<file path="config.mk">
export PLATFORM = sky130hd
export DESIGN_NAME = alu_exec_unit
export DESIGN_NICKNAME = d
export VERILOG_FILES = /design/src/rtl/alu_pkg.sv /design/src/rtl/alu_shifter.sv /design/src/rtl/alu_exec_unit.sv
export SDC_FILE = /design/constraint.sdc
export NUM_CORES = 1
export LEC_CHECK = 0
export BUFFER_PORTS_ARGS = -buffer_cell sky130_fd_sc_hd__buf_4
export CAP_MARGIN = 10
export CELL_PAD_IN_SITES_DETAIL_PLACEMENT = 2
export CELL_PAD_IN_SITES_GLOBAL_PLACEMENT = 2
export CORE_MARGIN = 8
export CORE_UTILIZATION = 34
export CTS_CLUSTER_DIAMETER = 80
export DETAILED_ROUTE_END_ITERATION = 8
export GPL_TIMING_DRIVEN = 0
export PLACE_DENSITY_LB_ADDON = 0.1
export REMOVE_ABC_BUFFERS = 1
export SLEW_MARGIN = 20
export SYNTH_ARGS = -nofsm -noshare
export SYNTH_HDL_FRONTEND = slang
export SYNTH_SLANG_ARGS = --single-unit
</file>
<file path="constraint.sdc">
create_clock -name clk -period 3.8 [get_ports clk]
set_clock_uncertainty 0.1 [all_clocks]
set_input_delay 0 -clock clk [delete_from_list [all_inputs] [get_ports clk]]
set_output_delay 0 -clock clk [all_outputs]
set_load 0.1 [all_outputs]
</file>
<file path="src/rtl/alu_pkg.sv">
// Shared encodings for the ALU execute stage: ALUControl op codes, FSM states
// and the ALUControl width.
package alu_pkg;

  localparam int ALU_CTRL_W = 3;

  typedef enum logic [ALU_CTRL_W-1:0] {
    ALU_ADD = 3'b000,
    ALU_SUB = 3'b001,
    ALU_AND = 3'b010,
    ALU_OR  = 3'b011,
    ALU_SLL = 3'b100,
    ALU_SLT = 3'b101,
    ALU_SRL = 3'b110,
    ALU_SRA = 3'b111
  } alu_op_e;

  typedef enum logic [1:0] {
    ST_IDLE  = 2'd0,
    ST_SHIFT = 2'd1,
    ST_HOLD  = 2'd2
  } state_e;

  function automatic logic is_shift(input alu_op_e op);
    return (op == ALU_SLL) || (op == ALU_SRL) || (op == ALU_SRA);
  endfunction

endpackage

</file>
<file path="src/rtl/alu_shifter.sv">
// Shifter for the ALU execute stage: one bit per cycle by default, or a
// single-cycle barrel shifter when ALU_EXEC_FAST_SHIFT_EN is defined.
module alu_shifter
  import alu_pkg::*;
#(
  parameter int WIDTH = 32,
  localparam int SHW = $clog2(WIDTH)
) (
  input  logic             clk,
  input  logic             rst,
  input  logic             load,
  input  alu_op_e          op,
  input  logic [WIDTH-1:0] a,
  input  logic [SHW-1:0]   shamt,
  output logic [WIDTH-1:0] value,
  output logic             carry,
  output logic             last
);

`ifdef ALU_EXEC_FAST_SHIFT_EN

  logic [WIDTH:0] left_ext;
  logic [WIDTH:0] right_ext;
  logic           unused_seq;

  assign unused_seq = ^{clk, rst, load};
  assign last       = 1'b0;

  // One guard bit beyond each end catches the last bit shifted out (0 for shamt==0).
  always_comb begin
    left_ext  = {1'b0, a} << shamt;
    right_ext = {a, 1'b0} >> shamt;
    if (op == ALU_SRA) begin
      right_ext = $signed({a, 1'b0}) >>> shamt;
    end
    if (op == ALU_SLL) begin
      value = left_ext[WIDTH-1:0];
      carry = left_ext[WIDTH];
    end else begin
      value = right_ext[WIDTH:1];
      carry = right_ext[0];
    end
  end

`else

  logic [WIDTH-1:0] shreg;
  logic [SHW-1:0]   cnt;
  alu_op_e          op_q;

  // value/carry are the outcome of the shift that happens at the next edge.
  always_comb begin
    value = {shreg[WIDTH-2:0], 1'b0};
    carry = shreg[WIDTH-1];
    if (op_q == ALU_SRL) begin
      value = {1'b0, shreg[WIDTH-1:1]};
      carry = shreg[0];
    end else if (op_q == ALU_SRA) begin
      value = {shreg[WIDTH-1], shreg[WIDTH-1:1]};
      carry = shreg[0];
    end
  end

  assign last = (cnt == SHW'(1));

  always_ff @(posedge clk or posedge rst) begin
    if (rst) begin
      shreg <= '0;
      cnt   <= '0;
      op_q  <= ALU_SLL;
    end else if (load) begin
      shreg <= a;
      cnt   <= shamt;
      op_q  <= op;
    end else if (cnt != '0) begin
      shreg <= value;
      cnt   <= cnt - SHW'(1);
    end
  end

`endif

endmodule

</file>
<file path="src/rtl/alu_exec_unit.sv">
// ALU execute stage: registered result and NZCV flags behind a valid/ready
// handshake. Shifts are iterative unless ALU_EXEC_FAST_SHIFT_EN is defined.
module alu_exec_unit
  import alu_pkg::*;
#(
  parameter int WIDTH = 32
) (
  input  logic                  clk,
  input  logic                  rst,
  input  logic                  in_valid,
  output logic                  in_ready,
  input  logic [ALU_CTRL_W-1:0] ALUControl,
  input  logic [WIDTH-1:0]      src_a,
  input  logic [WIDTH-1:0]      src_b,
  output logic                  out_valid,
  input  logic                  out_ready,
  output logic [WIDTH-1:0]      result,
  output logic                  zero,
  output logic                  negative,
  output logic                  carry,
  output logic                  overflow,
  output logic                  busy
);

  localparam int SHW = $clog2(WIDTH);

  state_e           state;
  alu_op_e          op;
  logic [SHW-1:0]   shamt;
  logic             accept;
  logic             start_shift;
  logic             is_sub;
  logic [WIDTH-1:0] b_eff;
  logic [WIDTH:0]   sum;
  logic             add_ovf;
  logic [WIDTH-1:0] comb_res;
  logic             comb_carry;
  logic             comb_ovf;
  logic [WIDTH-1:0] sh_value;
  logic             sh_carry;
  logic             sh_last;

  assign op       = alu_op_e'(ALUControl);
  assign shamt    = src_b[SHW-1:0];
  assign in_ready = (state == ST_IDLE) || ((state == ST_HOLD) && out_ready);
  assign accept   = in_valid && in_ready;

`ifdef ALU_EXEC_FAST_SHIFT_EN
  assign start_shift = 1'b0;
  assign busy        = 1'b0;
`else
  assign start_shift = accept && is_shift(op) && (shamt != '0);
  assign busy        = (state == ST_SHIFT);
`endif

  alu_shifter #(.WIDTH(WIDTH)) u_shifter (
    .clk   (clk),
    .rst   (rst),
    .load  (start_shift),
    .op    (op),
    .a     (src_a),
    .shamt (shamt),
    .value (sh_value),
    .carry (sh_carry),
    .last  (sh_last)
  );

  // SUB and SLT share a + ~b + 1, so carry-out set means "no borrow".
  assign is_sub  = (op == ALU_SUB) || (op == ALU_SLT);
  assign b_eff   = is_sub ? ~src_b : src_b;
  assign sum     = {1'b0, src_a} + {1'b0, b_eff} + {{WIDTH{1'b0}}, is_sub};
  assign add_ovf = (src_a[WIDTH-1] == b_eff[WIDTH-1]) && (sum[WIDTH-1] != src_a[WIDTH-1]);

  always_comb begin
    comb_res   = sum[WIDTH-1:0];
    comb_carry = 1'b0;
    comb_ovf   = 1'b0;
    case (op)
      ALU_ADD, ALU_SUB: begin
        comb_carry = sum[WIDTH];
        comb_ovf   = add_ovf;
      end
      ALU_AND: comb_res = src_a & src_b;
      ALU_OR:  comb_res = src_a | src_b;
      ALU_SLT: comb_res = {{(WIDTH-1){1'b0}}, sum[WIDTH-1] ^ add_ovf};
      default: begin
`ifdef ALU_EXEC_FAST_SHIFT_EN
        comb_res   = sh_value;
        comb_carry = sh_carry;
`else
        comb_res   = src_a;
`endif
      end
    endcase
  end

  always_ff @(posedge clk or posedge rst) begin
    if (rst) begin
      state     <= ST_IDLE;
      out_valid <= 1'b0;
      result    <= '0;
      zero      <= 1'b0;
      negative  <= 1'b0;
      carry     <= 1'b0;
      overflow  <= 1'b0;
    end else begin
      case (state)
        ST_SHIFT: begin
          if (sh_last) begin
            state     <= ST_HOLD;
            out_valid <= 1'b1;
            result    <= sh_value;
            zero      <= (sh_value == '0);
            negative  <= sh_value[WIDTH-1];
            carry     <= sh_carry;
            overflow  <= 1'b0;
          end
        end
        default: begin
          if (start_shift) begin
            state     <= ST_SHIFT;
            out_valid <= 1'b0;
          end else if (accept) begin
            state     <= ST_HOLD;
            out_valid <= 1'b1;
            result    <= comb_res;
            zero      <= (comb_res == '0);
            negative  <= comb_res[WIDTH-1];
            carry     <= comb_carry;
            overflow  <= comb_ovf;
          end else if ((state == ST_HOLD) && out_ready) begin
            state     <= ST_IDLE;
            out_valid <= 1'b0;
          end
        end
      endcase
    end
  end

endmodule

</file>
==> flow_metrics.env, run 1 <==
export IMPL_outcome="finished, violations left"
export IMPL_violations="setup timing"
export IMPL_peakVddDrop_mv=0.225
export IMPL_drv_slew=0
export IMPL_finalCriticalPeriod_ns=3.84
export IMPL_grt_pass1_vias=9221
export IMPL_r2r_end="zero"
export IMPL_async_flop_share_pct=100
export IMPL_path_class="primary input to flop"
export IMPL_powerDensity_mw_per_mm2=413
export IMPL_worstPathArrival_ns=4.00
export IMPL_syn2layout_area_growth_pct=31.7
export IMPL_netlist_cell_type_count=71
export IMPL_drt_vias_per_instance=5.89
export IMPL_fill_cells=2484
export IMPL_regArea_mm2=0.00193
export IMPL_cp_start_kind="primary input"
export IMPL_port_buffers=109
export IMPL_synth_cells=1031
export IMPL_vias=8495
export IMPL_max_stage_delay_ns=0.54
export IMPL_antenna_left=0
export IMPL_cp_slowest_cell="dlygate4sd3_1"
export IMPL_max_cap_viol_count=0
export IMPL_worstSkewPairLatency_ns=0.35
export IMPL_root_buffer="clkbuf_16"
export IMPL_tns_ns=-0.0412
export IMPL_rsz0062_at_grt="true"
export IMPL_drive_gt1_share_pct=17.9
export IMPL_dp_hpwl_um=24100
export IMPL_rows=54
export IMPL_drtIter0Drc=421
export IMPL_startpoint="src_a[4]"
export IMPL_r2r_start="u_shifter.cnt[2]"
export IMPL_coreArea_mm2=0.0218
export IMPL_fmax_mhz=260
export IMPL_cts_htree_levels=3
export IMPL_wirelength_um=35700
export IMPL_post_drt_wl_per_cell_um=24.8
export IMPL_drc=0
export IMPL_p_leak_nw=4.54
export IMPL_die_w_um=165
export IMPL_path_clk_slew_ns=0.06
export IMPL_gr_usage_all_layers_pct=25.3
export IMPL_crit_family="compound AO/OA/AOI/OAI gates"
export IMPL_grt_pass1_wl_um=53500
export IMPL_avgSynthCellArea_um2=7.32
export IMPL_critical_path_max_fanout=5
export IMPL_ys_flop_type="dfrtp_1"
export IMPL_ff2ff_path_depth=10
export IMPL_path_cells="dlygate4sd3_1, buf_4, ha_1, nand2_1, o41ai_4, nor3_1, o21bai_2, a21oi_2, o21ai_2, o21ai_1, a311o_1, or4b_4, o31ai_4"
export IMPL_tritoncts="yes"
export IMPL_drt_first_pass_iters=4
export IMPL_gp_congestion=0.892
export IMPL_die_area_mm2=0.0272
export IMPL_fin_crit_sh_pct=101
export IMPL_ys_seq_area_share_pct=25.5
export IMPL_start_util_pct=34.6
export IMPL_fin_ws_ns=-0.0412
export IMPL_layout_commonest_cell="nand2_1"
export IMPL_layout_common_cells="236 x nand2_1, 170 x o21ai_0, 122 x buf_4"
export IMPL_path_depth=13
export IMPL_worstPathRequired_ns=3.96
export IMPL_ys_seq_elements=77
export IMPL_ys_warn_count=0
export IMPL_reg2reg_slack_ns=0.13
export IMPL_max_slew_worst_pin_slew_ns=0.850
export IMPL_setup_viol=1
export IMPL_dp_worst_setup_slack_ns=-2.28
export IMPL_hp_class="primary input to flop"
export IMPL_finish_utilization_pct=45.6
export IMPL_cts_buffer_depth=2
export IMPL_layout_nets=1274
export IMPL_path_buf_inv=2
export IMPL_slew_headroom_pct=43.0
export IMPL_syn_area_mm2=0.00755
export IMPL_cts_num_sinks=77
export IMPL_antenna_found_initial=1
export IMPL_io_pins=110
export IMPL_diodes=0
export IMPL_finalHoldViolCount=0
export IMPL_overflow=0
export IMPL_synth_edff_count=0
export IMPL_cts_inserted_buffers=9
export IMPL_endpoint="zero"
export IMPL_multi_input_area_mm2=0.00555
export IMPL_die_height_um=165
export IMPL_crit_path_end_kind="flop"
export IMPL_grt_max_degree=43
worst min-delay path by stage:
| stage | from | slack, ns | end | cells after the start |
|---|---|---|---|---|
| after floorplan | src_b[1] | 0.02 | u_shifter.cnt[1] | 2 |
| after global placement | src_a[28] | 0.15 | u_shifter.shreg[28] | 3 |
| after detailed placement | rst | 0.02 | result[30] | 2 |
| after CTS | ALUControl[0] | 0.02 | u_shifter.op_q[0] | 2 |
| after global routing | ALUControl[1] | 0.08 | u_shifter.op_q[1] | 2 |
| final | src_b[2] | 0.07 | u_shifter.cnt[2] | 3 |
kinds of logic (layout without fill, tap and decap cells):
group	Yosys count	in the layout	synth area share, %
compound gates	332	332	26.9
xor+xnor	57	57	6.61
fa+ha+maj	45	45	7.56
buf+inv	82	213	4.16
flops	77	77	25.5
mux	38	38	5.15
simple gates	400	401	24.0
worst reg2reg max path, cell delays in order, from the launching register on:
cell,delay [ns]
dfrtp_1,0.42
nor3_1,0.45
nand2_1,0.20
a2bb2oi_4,0.28
buf_16,0.23
or4b_1,0.58
nor4_1,0.29
nand4_1,0.24
nor4_2,0.32
nand4_1,0.19
o31ai_4,0.29
stage by stage:
step	hold WS, ns	power [mW]	cells	cell area [um2]
after floorplan	0.0168	2.34	967	7300
after global placement	0.153	2.90	1356	8470
after detailed placement	0.0157	2.99	1366	8780
after CTS	0.0156	4.02	1432	9710
after global routing	0.0815	4.34	1443	9940
final	0.0695	4.10	1443	9940
synthesized netlist by cell type (5+ instances only):
cell type,number,share of area [%]
mux2i_1,31,4.1
ha_1,44,7.3
o21ai_0,172,11
a211oi_1,12,1.2
nor2b_1,37,3.1
a221o_1,5,0.66
inv_1,18,0.89
mux2_2,7,1.0
nand4_1,17,1.4
nand2b_1,6,0.50
nand2_1,239,12
a22o_1,5,0.58
xnor2_1,40,4.6
dfrtp_1,76,25
o21a_1,9,0.89
nor3_1,18,1.2
nor2_1,34,1.7
a22oi_1,16,1.6
xor2_1,17,2.0
buf_1,10,0.50
a21oi_1,48,3.2
a31oi_1,5,0.41
clkbuf_1,51,2.5
a21o_1,9,0.89
nand3_1,17,1.1
metal layers:
metal / global-route usage (%) / vias to the layer above / part of all wire [%] / routed length, um
li1: - / 3933 / - / -
met1: 33.0 / 4344 / 45 / 15900
met2: 44.0 / 182 / 50 / 17800
met4: 6.31 / 0 / 1.6 / 588
met5: 0 / - / 0 / 0
met3: 2.42 / 36 / 4.0 / 1440
sequential cells by signal, summed over array words and instances (netlist names):
signal,flops
zero,1
u_shifter.op_q,3
out_valid,1
overflow,1
u_shifter.shreg,32
u_shifter.cnt,5
carry,1
state,1
result,32
repair_timing:
item,4_1_cts,5_1_grt
pin swaps,7,12
endpoints found under the hold margin,79,1
resized for setup,29,21
setup endpoints to repair,23,2
hold buffers,39,1
setup buffers,9,8
gates cloned,2,3
area by class of cell:
type	count	share of cell area, %
clock buffers	11	2.44
inverters	18	0.705
well taps	280	3.52
multi-input cells	873	55.8
flip-flops and latches	77	19.4
repair buffers	179	17.6
clock inverters	5	0.503
where the power goes:
group          switching [mW]  internal, mW  total, mW
sequential              0.181          1.02       1.20
clock                   0.383         0.524      0.907
combinational            1.27         0.721       1.99
No activity file was read; power rests on OpenSTA's default activity.
==> run 2: changes to the inputs <==
Settings changed: GPL_TIMING_DRIVEN 0 to not set.
==> run 2 against run 1 <==
Net effect: the run now ends clean; core utilization rose by 1.4 points; worst hold slack improved by 0.026 ns; via count is 5.4% higher; final cell count increased by 6.2%; die area stayed put; combinational power up 9%.
==> flow_metrics.env, run 2 (synthesis results as in run 1) <==
export IMPL_max_stage_delay_ns=0.54
export IMPL_finish_utilization_pct=46.9
export IMPL_dp_hpwl_um=27400
export IMPL_antenna_found_initial=0
export IMPL_tritoncts="yes"
export IMPL_overflow=0
export IMPL_slew_headroom_pct=45.0
export IMPL_crit_path_end_kind="flop"
export IMPL_tns_ns=0
export IMPL_layout_nets=1363
export IMPL_top_layer_used="met4"
export IMPL_finalPower_mw=4.35
export IMPL_worstPathArrival_ns=3.86
export IMPL_instances_no_fill=1532
export IMPL_hp_class="primary input to flop"
export IMPL_fill_cells=2551
export IMPL_whs_endpoint="u_shifter.cnt[4]"
export IMPL_fin_crit_sh_pct=97.6
export IMPL_gp_congestion=0.922
export IMPL_fmax_mhz=270
export IMPL_reg2reg_slack_ns=0.56
export IMPL_io_pins=110
export IMPL_gr_usage_all_layers_pct=26.8
export IMPL_whs_path_depth=4
export IMPL_syn2layout_area_growth_pct=35.6
export IMPL_coreArea_mm2=0.0218
export IMPL_r2r_start="u_shifter.cnt[2]"
export IMPL_drtIter0Drc=461
export IMPL_cts_htree_levels=3
export IMPL_layout_common_cells="237 x nand2_1, 228 x buf_4, 171 x o21ai_0"
export IMPL_cts_num_sinks=77
export IMPL_start_util_pct=34.6
export IMPL_drive_gt1_share_pct=22.6
export IMPL_m1WireLength_um=16200
export IMPL_drv_slew=0
export IMPL_setup_viol=0
export IMPL_cp_slowest_cell="dlygate4sd3_1"
export IMPL_drc=0
export IMPL_ff2ff_path_depth=11
export IMPL_holdWs_ns=0.0957
export IMPL_rows=54
export IMPL_worstPathRequired_ns=3.96
export IMPL_grt_max_degree=71
export IMPL_critical_path_max_fanout=5
export IMPL_placed_area_mm2=0.00942
export IMPL_max_slew_worst_pin_slew_ns=0.825
export IMPL_die_area_mm2=0.0272
export IMPL_vias=8954
export IMPL_path_cells="dlygate4sd3_1, buf_4, xnor2_1, ha_1, nand3b_1, nand2_1, xor2_1, a221oi_2, or4b_1, nor4_2, buf_4, nand4_1, nor4_1, nand4_1, o31ai_2"
export IMPL_grt_pass1_vias=9883
export IMPL_r2r_end="zero"
export IMPL_min_delay_start="in_valid"
export IMPL_cts_buffer_depth=2
export IMPL_port_buffers=109
export IMPL_dp_cells=1476
export IMPL_post_drt_wl_per_cell_um=23.7
export IMPL_worstSkewPairLatency_ns=0.35
export IMPL_wl_met3_um=1560
export IMPL_fin_ws_ns=0.0922
export IMPL_finalHoldViolCount=0
export IMPL_die_w_um=165
export IMPL_layout_commonest_cell="nand2_1"
export IMPL_p_leak_nw=4.81
export IMPL_path_clk_slew_ns=0.07
export IMPL_cts_inserted_buffers=9
export IMPL_dp_worst_setup_slack_ns=-0.314
export IMPL_grt_pass1_wl_um=57000
export IMPL_wl_met2_um=17700
export IMPL_peakVddDrop_mv=0.257
export IMPL_path_class="primary input to flop"
export IMPL_outcome="complete, no violations"
export IMPL_finalCriticalPeriod_ns=3.71
export IMPL_root_buffer="clkbuf_16"
export IMPL_max_cap_viol_count=0
export IMPL_cp_start_kind="primary input"
export IMPL_die_height_um=165
export IMPL_diodes=0
export IMPL_stdcell_area_mm2=0.0102
export IMPL_top_regs="result: 32 flops, u_shifter.shreg: 32 flops, u_shifter.cnt: 5 flops"
export IMPL_powerDensity_mw_per_mm2=425
export IMPL_drt_vias_per_instance=5.84
export IMPL_wirelength_um=36300
export IMPL_drt_first_pass_iters=5
export IMPL_antenna_left=0
run 2: critical path, delay by kind of cell:
| kind | cells | cell delay [ns] |
|---|---|---|
| compound gates | 2 | 0.60 |
| xor+xnor | 2 | 0.30 |
| fa+ha+maj | 1 | 0.34 |
| buf+inv | 3 | 0.86 |
| simple gates | 7 | 1.76 |
run 2: repair_timing:
action,4_1_cts,5_1_grt
setup endpoints to repair,0,3
hold buffers,39,0
buffers inserted,0,1
resized for setup,0,18
hold endpoints to repair,81,0
run 2: routing by layer:
layer  up-vias  track usage, %
met4         0            7.94
met5         -               0
met3        60            3.12
li1       4102               -
met2       216            46.2
met1      4576            34.4
run 2: area by class of cell:
class	count	area [um2]	share of cell area, %
clock buffers	10	239	2.33
clock inverters	6	93.8	0.917
inverters	18	68.8	0.672
multi-input cells	872	5430	53.0
flip-flops and latches	77	1930	18.8
well taps	280	350	3.42
repair buffers	269	2130	20.8
run 2: power by group:
| part | leakage, nW | total [mW] | switching [mW] | internal (mW) |
|---|---|---|---|---|
| Combinational | 3.69 | 2.16 | 1.31 | 0.842 |
| Sequential | 0.964 | 1.21 | 0.190 | 1.02 |
| Clock | 0.159 | 0.980 | 0.382 | 0.598 |
| Total | 4.81 | 4.35 | 1.89 | 2.46 |
run 2: worst max path at each step:
| stage | startpoint | endpoint |
|---|---|---|
| floorplan | out_valid | zero |
| global placement | ALUControl[1] | zero |
| detailed placement | ALUControl[1] | zero |
| CTS | ALUControl[1] | zero |
| global route | ALUControl[1] | zero |
| finish | src_b[2] | zero |
==> run 3: changes to the inputs <==
Settings changed: CORE_UTILIZATION 34 to 30.
Clock period 3.8 ns to 3.4 ns, I/O delays scaled along.
==> run 3 against run 2 <==
Net effect: critical path depth up 1; the flow now finishes with violations (setup timing); largest power group unchanged; highest routed layer unchanged; flip-flop and latch count did not move; worst setup slack worse by 0.18 ns.
==> flow_metrics.env, run 3 (synthesis results as in run 1) <==
export IMPL_finalPower_mw=4.80
export IMPL_hp_class="primary input to flop"
export IMPL_drtIter0Drc=400
export IMPL_die_w_um=175
export IMPL_worstSkewPairLatency_ns=0.35
export IMPL_outcome="finished, violations left"
export IMPL_max_slew_worst_pin_slew_ns=0.725
export IMPL_tns_ns=-0.0849
export IMPL_fin_ws_ns=-0.0849
export IMPL_grt_pass1_vias=9811
export IMPL_port_buffers=109
export IMPL_antenna_found_initial=0
export IMPL_drv_slew=0
export IMPL_dp_cells=1575
export IMPL_rsz0062_at_grt="true"
export IMPL_grt_pass1_wl_um=55900
export IMPL_drt_first_pass_iters=5
export IMPL_start_util_pct=30.2
export IMPL_syn2layout_area_growth_pct=42.0
export IMPL_violations="setup timing"
export IMPL_p_leak_nw=5.05
export IMPL_diodes=0
export IMPL_worstPathArrival_ns=3.65
export IMPL_cp_start_kind="primary input"
export IMPL_die_area_mm2=0.0305
export IMPL_drt_vias_per_instance=5.43
export IMPL_crit_path_end_kind="flop"
export IMPL_dp_hpwl_um=27800
export IMPL_wirelength_um=36100
export IMPL_fmax_mhz=287
export IMPL_path_clk_slew_ns=0.07
export IMPL_vias=8848
export IMPL_critical_path_max_fanout=3
export IMPL_coreArea_mm2=0.0250
export IMPL_cts_htree_levels=3
export IMPL_cts_buffer_depth=2
export IMPL_finalCriticalPeriod_ns=3.48
export IMPL_max_cap_viol_count=0
export IMPL_finish_utilization_pct=42.9
export IMPL_post_drt_wl_per_cell_um=22.2
export IMPL_slew_headroom_pct=51.6
export IMPL_drc=0
export IMPL_fin_crit_sh_pct=102
export IMPL_root_buffer="clkbuf_16"
export IMPL_finalHoldViolCount=0
export IMPL_cts_num_sinks=77
export IMPL_gp_congestion=0.899
export IMPL_worstPathRequired_ns=3.57
export IMPL_tritoncts="yes"
export IMPL_overflow=0
export IMPL_grt_max_degree=71
export IMPL_rows=58
export IMPL_io_pins=110
export IMPL_powerDensity_mw_per_mm2=447
export IMPL_layout_common_cells="275 x buf_4, 237 x nand2_1, 167 x o21ai_0"
export IMPL_setup_viol=1
export IMPL_top_regs="result: 32 flops, u_shifter.shreg: 32 flops, u_shifter.cnt: 5 flops"
export IMPL_antenna_left=0
export IMPL_holdWs_ns=0.0376
export IMPL_die_height_um=175
export IMPL_fill_cells=2897
export IMPL_instances_no_fill=1628
export IMPL_peakVddDrop_mv=0.225
export IMPL_gr_usage_all_layers_pct=23.2
export IMPL_layout_commonest_cell="buf_4"
export IMPL_drive_gt1_share_pct=27.0
export IMPL_layout_nets=1409
export IMPL_cts_inserted_buffers=9
export IMPL_path_class="primary input to flop"
[run 3: cell count changes in the layout (fill, tap and decap cells not counted), sizes merged]
cell and change:
buf +49, dlygate4sd3 -3, bufinv -2, clkinv +2, clkbuf +1, inv -1
[run 3: final timing paths]
path                             startpoint                   to  slack (ns)  depth (start not counted)
min in group asynchronous               rst  u_shifter.shreg[29]        0.23                          3
setup reg to reg           u_shifter.cnt[2]                 zero        0.43                         10
hold reg to reg                  result[15]           result[15]        0.38                          2
max in group asynchronous               rst    u_shifter.op_q[2]        2.15                          4
hold / removal                     src_a[1]   u_shifter.shreg[1]        0.04                          4
setup / recovery              ALUControl[1]                 zero       -0.08                         16
[run 3: layout make-up]
type	instances	area [um2]	share of cell area [%]
Multi-Input combinational cell	872	5550	51.8
Clock inverter	5	27.5	0.257
Tap cell	330	413	3.85
Timing Repair Buffer	315	2500	23.3
Inverter	18	68.8	0.642
Sequential cell	77	1930	18.0
Clock buffer	11	233	2.17
[run 3: metal layers]
metal / routed length [um] / share of wire, % / track usage (%) / vias to the layer above
met1: 16600 / 46 / 29.8 / 4432
met3: 1120 / 3.1 / 2.46 / 55
met4: 894 / 2.5 / 7.45 / 0
met5: 0 / 0 / 0 / -
li1: - / - / - / 4198
met2: 17500 / 49 / 40.1 / 163
[run 3: critical path, stage by stage]
cell	delay [ns]
buf_4	0.14
nand2b_4	0.18
xnor2_2	0.15
buf_4	0.13
ha_1	0.28
a31o_2	0.26
nor3b_1	0.16
buf_4	0.15
or3_1	0.40
o211a_4	0.27
o21ai_4	0.20
a21oi_2	0.10
o2111a_1	0.25
a311o_1	0.30
or4b_1	0.49
o31ai_2	0.18
[run 3: metrics by stage]
| step | worst slack [ns] | cell area [um2] |
|---|---|---|
| final | -0.0849 | 10700 |
| after global routing | -0.197 | 10700 |
| after CTS | -0.0583 | 10600 |
| after detailed placement | -0.718 | 9880 |
| after global placement | -0.646 | 9880 |
| after floorplan | -2.20 | 7300 |
[run 3: timing repair]
item / in CTS / in global routing
buffers inserted: 1 / 0
setup endpoints to repair: 4 / 9
hold buffers: 36 / 0
hold endpoints to repair: 73 / 0
gates resized for setup: 19 / 28
gates cloned: 0 / 0
pin swaps: 4 / 5
[run 3: report_power, final]
part	switching (mW)	leakage [nW]	total, mW	internal (mW)
Sequential	0.209	0.964	1.35	1.14
Clock	0.423	0.129	0.914	0.491
Combinational	1.47	3.96	2.53	1.06
Total	2.10	5.05	4.80	2.69
